===== src/rtl/trigger_capture_pkg.sv =====
// trigger_capture_pkg: shared widths, event record type and fill-level sizing for the trigger capture unit
package trigger_capture_pkg;
  localparam int TS_WIDTH_DEF   = 32;
  localparam int SEL_WIDTH_DEF  = 8;
  localparam int FIFO_DEPTH_DEF = 16;
  localparam int DROP_WIDTH_DEF = 16;
  function automatic int fill_width(input int depth);
    return $clog2(depth) + 1;
  endfunction
  localparam int FILL_WIDTH_DEF = fill_width(FIFO_DEPTH_DEF);
  typedef struct packed {
    logic [SEL_WIDTH_DEF-1:0] sel;
    logic [TS_WIDTH_DEF-1:0]  ts;
  } trig_event_t;
endpackage


===== src/rtl/trig_event_fifo.sv =====
// trig_event_fifo: show-ahead event FIFO; a push into a full FIFO succeeds when a pop happens on the same edge
module trig_event_fifo
  import trigger_capture_pkg::*;
#(
  parameter type T = trig_event_t,
  parameter int DEPTH = FIFO_DEPTH_DEF,
  localparam int AW = $clog2(DEPTH),
  localparam int CW = fill_width(DEPTH)
) (
  input  logic          clock,
  input  logic          reset_n,
  input  logic          flush,
  input  logic          wr_en,
  input  T              wr_data,
  input  logic          rd_ack,
  output T              rd_data,
  output logic          full,
  output logic          empty,
  output logic [CW-1:0] count
);
  T mem [DEPTH];
  logic [AW-1:0] wr_ptr, rd_ptr;
  logic push, pop;
  assign empty   = count == '0;
  assign full    = count == CW'(DEPTH);
  assign pop     = rd_ack & ~empty;
  assign push    = wr_en & (~full | pop);
  assign rd_data = empty ? '0 : mem[rd_ptr];
  always_ff @(posedge clock)
    if (push) mem[wr_ptr] <= wr_data;
  always_ff @(posedge clock or negedge reset_n)
    if (!reset_n) begin
      wr_ptr <= '0;
      rd_ptr <= '0;
      count  <= '0;
    end else if (flush) begin
      wr_ptr <= '0;
      rd_ptr <= '0;
      count  <= '0;
    end else begin
      wr_ptr <= wr_ptr + AW'(push);
      rd_ptr <= rd_ptr + AW'(pop);
      count  <= count + CW'(push) - CW'(pop);
    end
endmodule


===== src/rtl/trigger_capture_unit.sv =====
// trigger_capture_unit: timestamps accepted trigger rising edges with the scenario tag, measures trigger
// period and keeps event statistics; records reach the FIFO one cycle after the edge is seen
module trigger_capture_unit
  import trigger_capture_pkg::*;
#(
  parameter int TS_WIDTH   = TS_WIDTH_DEF,
  parameter int SEL_WIDTH  = SEL_WIDTH_DEF,
  parameter int FIFO_DEPTH = FIFO_DEPTH_DEF,
  parameter int DROP_WIDTH = DROP_WIDTH_DEF,
  localparam int FW = fill_width(FIFO_DEPTH)
) (
  input  logic                          clock,
  input  logic                          reset_n,
  input  logic                          capture_en,
  input  logic                          clear,
  input  logic                          output_trigger,
  input  logic [SEL_WIDTH-1:0]          scen_sel,
  output logic                          rd_valid,
  output logic [SEL_WIDTH+TS_WIDTH-1:0] rd_data,
  input  logic                          rd_ack,
  output logic [FW-1:0]                 fill_level,
  output logic [TS_WIDTH-1:0]           last_period,
  output logic                          period_valid,
  output logic [31:0]                   event_count,
  output logic [DROP_WIDTH-1:0]         dropped_count,
  output logic                          overflow
);
  logic [TS_WIDTH-1:0] ts, prev_ts;
  logic [SEL_WIDTH+TS_WIDTH-1:0] pend_rec;
  logic trigger_prev, pend, have_prev, full, empty, edge_hit, drop;
  assign edge_hit = output_trigger & ~trigger_prev & capture_en;
  assign drop     = pend & full & ~(rd_ack & ~empty);
  assign rd_valid = ~empty;
  trig_event_fifo #(
    .T(logic [SEL_WIDTH+TS_WIDTH-1:0]),
    .DEPTH(FIFO_DEPTH)
  ) u_fifo (
    .clock(clock),
    .reset_n(reset_n),
    .flush(clear),
    .wr_en(pend & ~clear),
    .wr_data(pend_rec),
    .rd_ack(rd_ack & ~clear),
    .rd_data(rd_data),
    .full(full),
    .empty(empty),
    .count(fill_level)
  );
  // trigger_prev starts high so a trigger already asserted at reset release is not an edge
  always_ff @(posedge clock or negedge reset_n)
    if (!reset_n) begin
      trigger_prev  <= 1'b1;
      ts            <= '0;
      prev_ts       <= '0;
      pend          <= 1'b0;
      pend_rec      <= '0;
      have_prev     <= 1'b0;
      last_period   <= '0;
      period_valid  <= 1'b0;
      event_count   <= '0;
      dropped_count <= '0;
      overflow      <= 1'b0;
    end else begin
      trigger_prev <= output_trigger;
      if (clear) begin
        ts            <= '0;
        prev_ts       <= '0;
        pend          <= 1'b0;
        have_prev     <= 1'b0;
        last_period   <= '0;
        period_valid  <= 1'b0;
        event_count   <= '0;
        dropped_count <= '0;
        overflow      <= 1'b0;
      end else begin
        ts       <= ts + 1'b1;
        pend     <= edge_hit;
        pend_rec <= {scen_sel, ts};
        if (pend) begin
          event_count <= event_count + 32'd1;
          prev_ts     <= pend_rec[TS_WIDTH-1:0];
          have_prev   <= 1'b1;
          if (have_prev) begin
            last_period  <= pend_rec[TS_WIDTH-1:0] - prev_ts;
            period_valid <= 1'b1;
          end
        end
        if (drop) begin
          dropped_count <= (dropped_count == '1) ? dropped_count : dropped_count + 1'b1;
          overflow      <= 1'b1;
        end
      end
    end
endmodule


===== config.mk =====
export PLATFORM = sky130hd
export DESIGN_NAME = trigger_capture_unit
export DESIGN_NICKNAME = d
export VERILOG_FILES = /design/src/rtl/trigger_capture_pkg.sv /design/src/rtl/trig_event_fifo.sv /design/src/rtl/trigger_capture_unit.sv
export SDC_FILE = /design/constraint.sdc
export NUM_CORES = 1
export LEC_CHECK = 0
export ABC_AREA = 1
export BUFFER_PORTS_ARGS = -buffer_cell sky130_fd_sc_hd__buf_4
export CAP_MARGIN = 10
export CORE_MARGIN = 3
export CORE_UTILIZATION = 52
export CTS_BUF_LIST = sky130_fd_sc_hd__clkbuf_4 sky130_fd_sc_hd__clkbuf_8
export DETAILED_ROUTE_END_ITERATION = 10
export PLACE_DENSITY = 0.69
export SLEW_MARGIN = 20
export SYNTH_ARGS = -nofsm -noshare
export SYNTH_HDL_FRONTEND = slang
export SYNTH_HIERARCHICAL = 1
export SYNTH_SLANG_ARGS = --single-unit

===== constraint.sdc =====
create_clock -name clock -period 5.5 [get_ports clock]
set_input_delay 0.55 -clock clock [delete_from_list [all_inputs] [get_ports clock]]
set_output_delay 0.55 -clock clock [all_outputs]
set_load 0.01 [all_outputs]

Word level (Yosys, flattened, before mapping):

Memory sizes are Yosys's and may differ from the RTL's.
Cells that the tools add are included.

* bitwise gates (word level): 15
* eq/ne operators: 3
* shifts and indexed selects: 0
* multiplexer cells: 25
* div/mod/pow operators: 0
* order comparisons: 0
* $mul: 0
* reductions and logical operators: 6
* add/sub/neg operators: 8

Operators with widths (count)
* $mux 32: 8
* $add 32x1->32 const B: 2
* $mux 16: 3
* $mux 40: 1
* $sub 32x32->32: 1
* $add 16x1->16 const B: 1
* $eq 16x16->1 const B: 1
* $mux 1: 10
* $and 1x1->1: 9
* $add 4x1->4: 2
* $mux 4: 2
* $reduce_bool 2->1: 3
* $add 5x1->5: 1
* $eq 5x5->1 const B: 1
* $logic_not 5->1: 1
* $mux 5: 1
* $not 1->1: 5
* $sub 5x1->5: 1
* $reduce_and 2->1: 2
* $ne 2x2->1 const B: 1
* $or 1x1->1: 1

* input port bits: 14
* output and inout port bits: 128
* register bits after elaboration: 202
* word-level logic and storage cells: 72
* bits in latches: 0
* bits in read-only memories: 0
* memories kept: 1
* memory bits (writable): 640

Memories
* u_fifo.mem: words 16, bits a word 40, rd ports 1, clocked after Yosys merged registers in 0, write ports 1, line trig_event_fifo.sv:21 `T mem [DEPTH];`

Logic depth before layout (Yosys ltp):

* word-level depth: 8
* depth in mapped cells: 17
* mapped depth without buffers: 16

By module:

The synthesis kept the hierarchy.

Modules (own cells, without submodules)
* trig_event_fifo: area an instance 26490.4 µm², instances 1, seq. area each 19543.7 µm², cells an instance 2205
* trigger_capture_unit: area an instance 10971.8 µm², instances 1, seq. area each 4730.8 µm², cells an instance 1552

Worst setup path after synthesis:

No wires, ideal clock.

* kind: input port to flip-flop
* start point: in clear
* end point: mem u_fifo/mem[0][0] (netlist name) (enable)
* path slack: 1723 ps
* cell stages on the path: 7
* setup time: 437 ps
* buffers on the path: 2
* data arrival time: 3340 ps
* required time: 5063 ps
* cells stage by stage: buf_2 -> nor2_1 -> clkbuf_1 -> o21ai_0 -> inv_1 -> nand3_1 -> nor2_1

* longest elaborated chain between the ends: 7
* elaborated cells on any way between the ends: 8
* classes of those cells: mux (2); bitwise (6)

Ends and longest elaborated chain
* start: declaration: line trigger_capture_unit.sv:15 `input logic clear,`
* $not 1->1 (*): line trigger_capture_unit.sv:41, trigger_capture_unit.sv:43
* $and 1x1->1: line trigger_capture_unit.sv:43 `.rd_ack(rd_ack & ~clear),`
* $and 1x1->1: line trig_event_fifo.sv:26 `assign pop = rd_ack & ~empty;`
* $or 1x1->1: line trig_event_fifo.sv:27 `assign push = wr_en & (~full | pop);`
* $and 1x1->1 (*): line trig_event_fifo.sv:27
* $mux 1 (*): line trig_event_fifo.sv:30 `if (push) mem[wr_ptr] <= wr_data;`
* $mux 1 (implied by the code) (*): line trig_event_fifo.sv:30
* end: declaration: line trig_event_fifo.sv:21

Mark *: on every way between the ends. The rest lies on a longest branch, timed or not.

Worst setup path in the final report:

* start point: reg u_fifo.rd_ptr[1]
* end point: out rd_data[23]

* longest elaborated chain between the ends: 2

Ends and longest elaborated chain
* start: declaration: line trig_event_fifo.sv:22 `logic [AW-1:0] wr_ptr, rd_ptr;`
* start signal: assignment: line trig_event_fifo.sv:42 `rd_ptr <= rd_ptr + AW'(pop);`
* $mem_v2 16x40
* $mux 40: line trig_event_fifo.sv:28 `assign rd_data = empty ? '0 : mem[rd_ptr];`
* end: declaration: line trigger_capture_unit.sv:19 `output logic [SEL_WIDTH+TS_WIDTH-1:0] rd_data,`

Every way passes these cells.

==> reports/qor.csv <==
metric,value,unit
CP startpoint kind,register,
"Reg clk slew, reported paths",0.06,ns
relative slew slack,0.2002,
reg2reg end,u_fifo/mem[11][29],
RSZ-0062 raised after global routing,no,
final worst-path cycle share,0.8298,
setup bufs post-CTS,0,
worst reg2reg path depth,8,
I/O Pins,142,
Setup-failing EPs final,0,
DR WL/cell,19.37,um
min Tclk post-route,4.564,ns
Core ar.,70760,sq um
H-tree depth,4,
Die X,274.4,um
power share of the clock group,0.377,
largest net degree at the start of global routing,243,
Post-Syn Area,37460,sq um
die area,75300,sq um
pre-CTS WS,1.706,ns
DRT Pass-1 Iters,8,
Resized cells post-CTS,0,
"Max FO, Critical Path",114,
critical path arrival,4.01,ns
initial antenna violation count,1,
Fin. Hold Viols,0,
M1 WL,40530,um
cell leakage power,17.35,nW
Max IR drop VDD,274.9,uV
Cell variety after synth,47,
gpl congestion,0.9017,
worst path required time,4.95,ns
Synth area leaders,"edfxtp_1 51%, dfrtp_1 13%, nand2_1 13%",
start point of the critical path,u_fifo/rd_ptr[1],
sequential fraction of the synthesis area,0.6480,
I/O Buffers,141,
Setup Skew,0.03553,ns
Synth Flop Type,edfxtp_1,
die extent in y,274.4,um
max-slew violation count,0,
clk sinks,842,
switching part of the total,0.2691,
num rows,97,
TritonCTS clock tree,built,
Post-synth EDFFs,640,
Worst R2R Start,pend,
clk_lat worst skew,0.78,ns
Initial Util,0.5295,
Routed WL,96190,um
TritonCTS buffer count,140,
FMAX,219.1,MHz
worst setup slack after layout,0.9362,ns
Comb pwr share,0.141,
status,"complete, no violations",
global-route usage over all layers,0.2569,
crit end category,output port,
cell-internal power,10.50,mW
pwr dens,341.0,nW/um^2
sequential power share,0.482,
post-route setup TNS,0,ns
grt ovf,0,
"commonest non-fill, non-tap cell in the layout",nand2_1,
Worst Setup EP,rd_data[23],
vias per std cell,5.491,
Vias,27270,
"FFs w/ async S/R, synth",0.2399,
Psw,3.866,mW
DRC,0,
routed wl met3,7077,um
Synth area leader,edfxtp_1,
first-pass GRT wire length,148500,um
Fin Hold WS,0.1405,ns
routed wl met2,45490,um
"Avg Cell Area, Syn",9.971,sq um
Post-Synthesis Cells,3757,
Crit Path Category,register to output port,
Detailed Place HPWL,55960,um
layout cells sized above 1,0.1183,
yosys warns,6,
total of max-cap violations,0,
path type of the worst min-delay path,primary input to register,
number of synthesized register bits,842,
R2R Setup Slk,1.89,ns
Synthesized Nets,3818,
Max clock buf depth,3,
vias in the first global route,26240,
Root Buffer,clkbuf_8,
Yosys top cell area share,0.5130,
DRT iter0 DRCs,2628,
most frequent cells in the layout,"1,328 x nand2_1, 640 x edfxtp_1, 567 x nand3_1, 249 x inv_1, 197 x dfrtp_1",
Max Used Layer,met4,
actual slew at the worst max-slew pin,1.200,ns
Routed Antenna Nets,0,
fin nets,3982,
Synth-to-Final Area Change,12.48,%
[stage by stage]
stage	utilization	power, mW	area [sq um]	cells
2_1_floorplan	-	8.361	37460	3757
3_3_place_gp	0.5541	9.047	39200	4706
3_5_place_dp	0.5541	9.066	39200	4706
4_1_cts	0.5947	14.47	42080	4962
5_1_grt	0.5955	14.98	42140	4965
6_report	0.5955	14.37	42140	4966
[area by class of cell]
type / instances / area (sq um)
Timing Repair Buffer: 190 / 1526
Clock inverter: 35 / 205.2
Antenna cell: 2 / 5.005
Sequential cell: 842 / 24290
Clock buffer: 210 / 2559
Fill cell: 5856 / 28620
Multi-Input combinational cell: 2485 / 11380
Inverter: 262 / 998.5
Tap cell: 940 / 1176
[sequential cells by signal, indices dropped and copies added, names as in the netlist, 4 cells and up]
| signal | count |
|---|---|
| dropped_count | 16 |
| u_fifo/mem | 640 |
| ts | 32 |
| event_count | 32 |
| last_period | 32 |
| pend_rec | 40 |
| u_fifo/count | 5 |
| u_fifo/wr_ptr | 4 |
| prev_ts | 32 |
| u_fifo/rd_ptr | 4 |
[logic make-up after synthesis]
logic type,count (synthesis),synth area share
buffers and inverters,430,0.05170
AOI/OAI and AO/OA,249,0.03527
xor gates and xnor gates,22,0.005143
adders and majority gates,47,0.01610
DFF,842,0.6480
and+or+nand+nor,2167,0.2438
[worst min-delay path by stage]
stage	startpoint	to	slack, ns	cells after the start
after floorplan	reset_n	dropped_count[0]	0.25	0
after global placement	period_valid	period_valid	0.46	2
after global routing	rd_ack	overflow	0.13	4
after CTS	rd_ack	overflow	0.07	4
final	rd_ack	overflow	0.14	4
after detailed placement	last_period[23]	last_period[23]	0.47	2
[routing by layer]
layer	GRT usage	vias to the layer above
met4	0.09905	0
li1	-	13000
met3	0.04288	205
met2	0.4123	1101
met5	0	-
met1	0.3531	12960
[critical path, cell delays in order (launching register included)]
cell and delay (ns):
dfrtp_4 1.14, inv_6 0.61, buf_4 0.53, nand3_1 0.17, nand3_1 0.08, nand2_1 0.10, nand2_1 0.05, a21oi_1 0.35
buf_4 0.20
[what timing repair did]
action,4_1_cts,5_1_grt
hold buffers,11,0
endpoints found under the setup margin,0,0
endpoints found under the hold margin,85,0
[cells in the mapped netlist (4+ instances only)]
master,instances
nor2_2,5
buf_2,64
nor2_1,166
o21ai_1,10
nand3_2,5
nand3b_1,4
o31ai_1,6
clkbuf_1,42
edfxtp_1,640
o21ai_0,109
nand2_1,1328
nor3_2,7
or2_2,4
buf_4,23
buf_1,19
a21oi_2,5
nand4_1,32
nand3_1,567
inv_1,250
nor3_1,34
ha_1,45
buf_6,20
xor2_1,18
inv_2,9
xnor2_1,4
dfrtp_1,201
nand2_2,5
a21oi_1,102
[power by group through the flow]
| stage | Clock [mW] | Combinational (mW) | Sequential, mW |
|---|---|---|---|
| floorplan | 0 | 1.34 | 7.02 |
| global placement | 0 | 1.99 | 7.06 |
| detailed placement | 0 | 2.01 | 7.06 |
| CTS | 5.52 | 2.02 | 6.93 |
| global route | 5.80 | 2.25 | 6.94 |
| finish | 5.41 | 2.02 | 6.93 |
No activity file was read; power rests on OpenSTA's default activity.
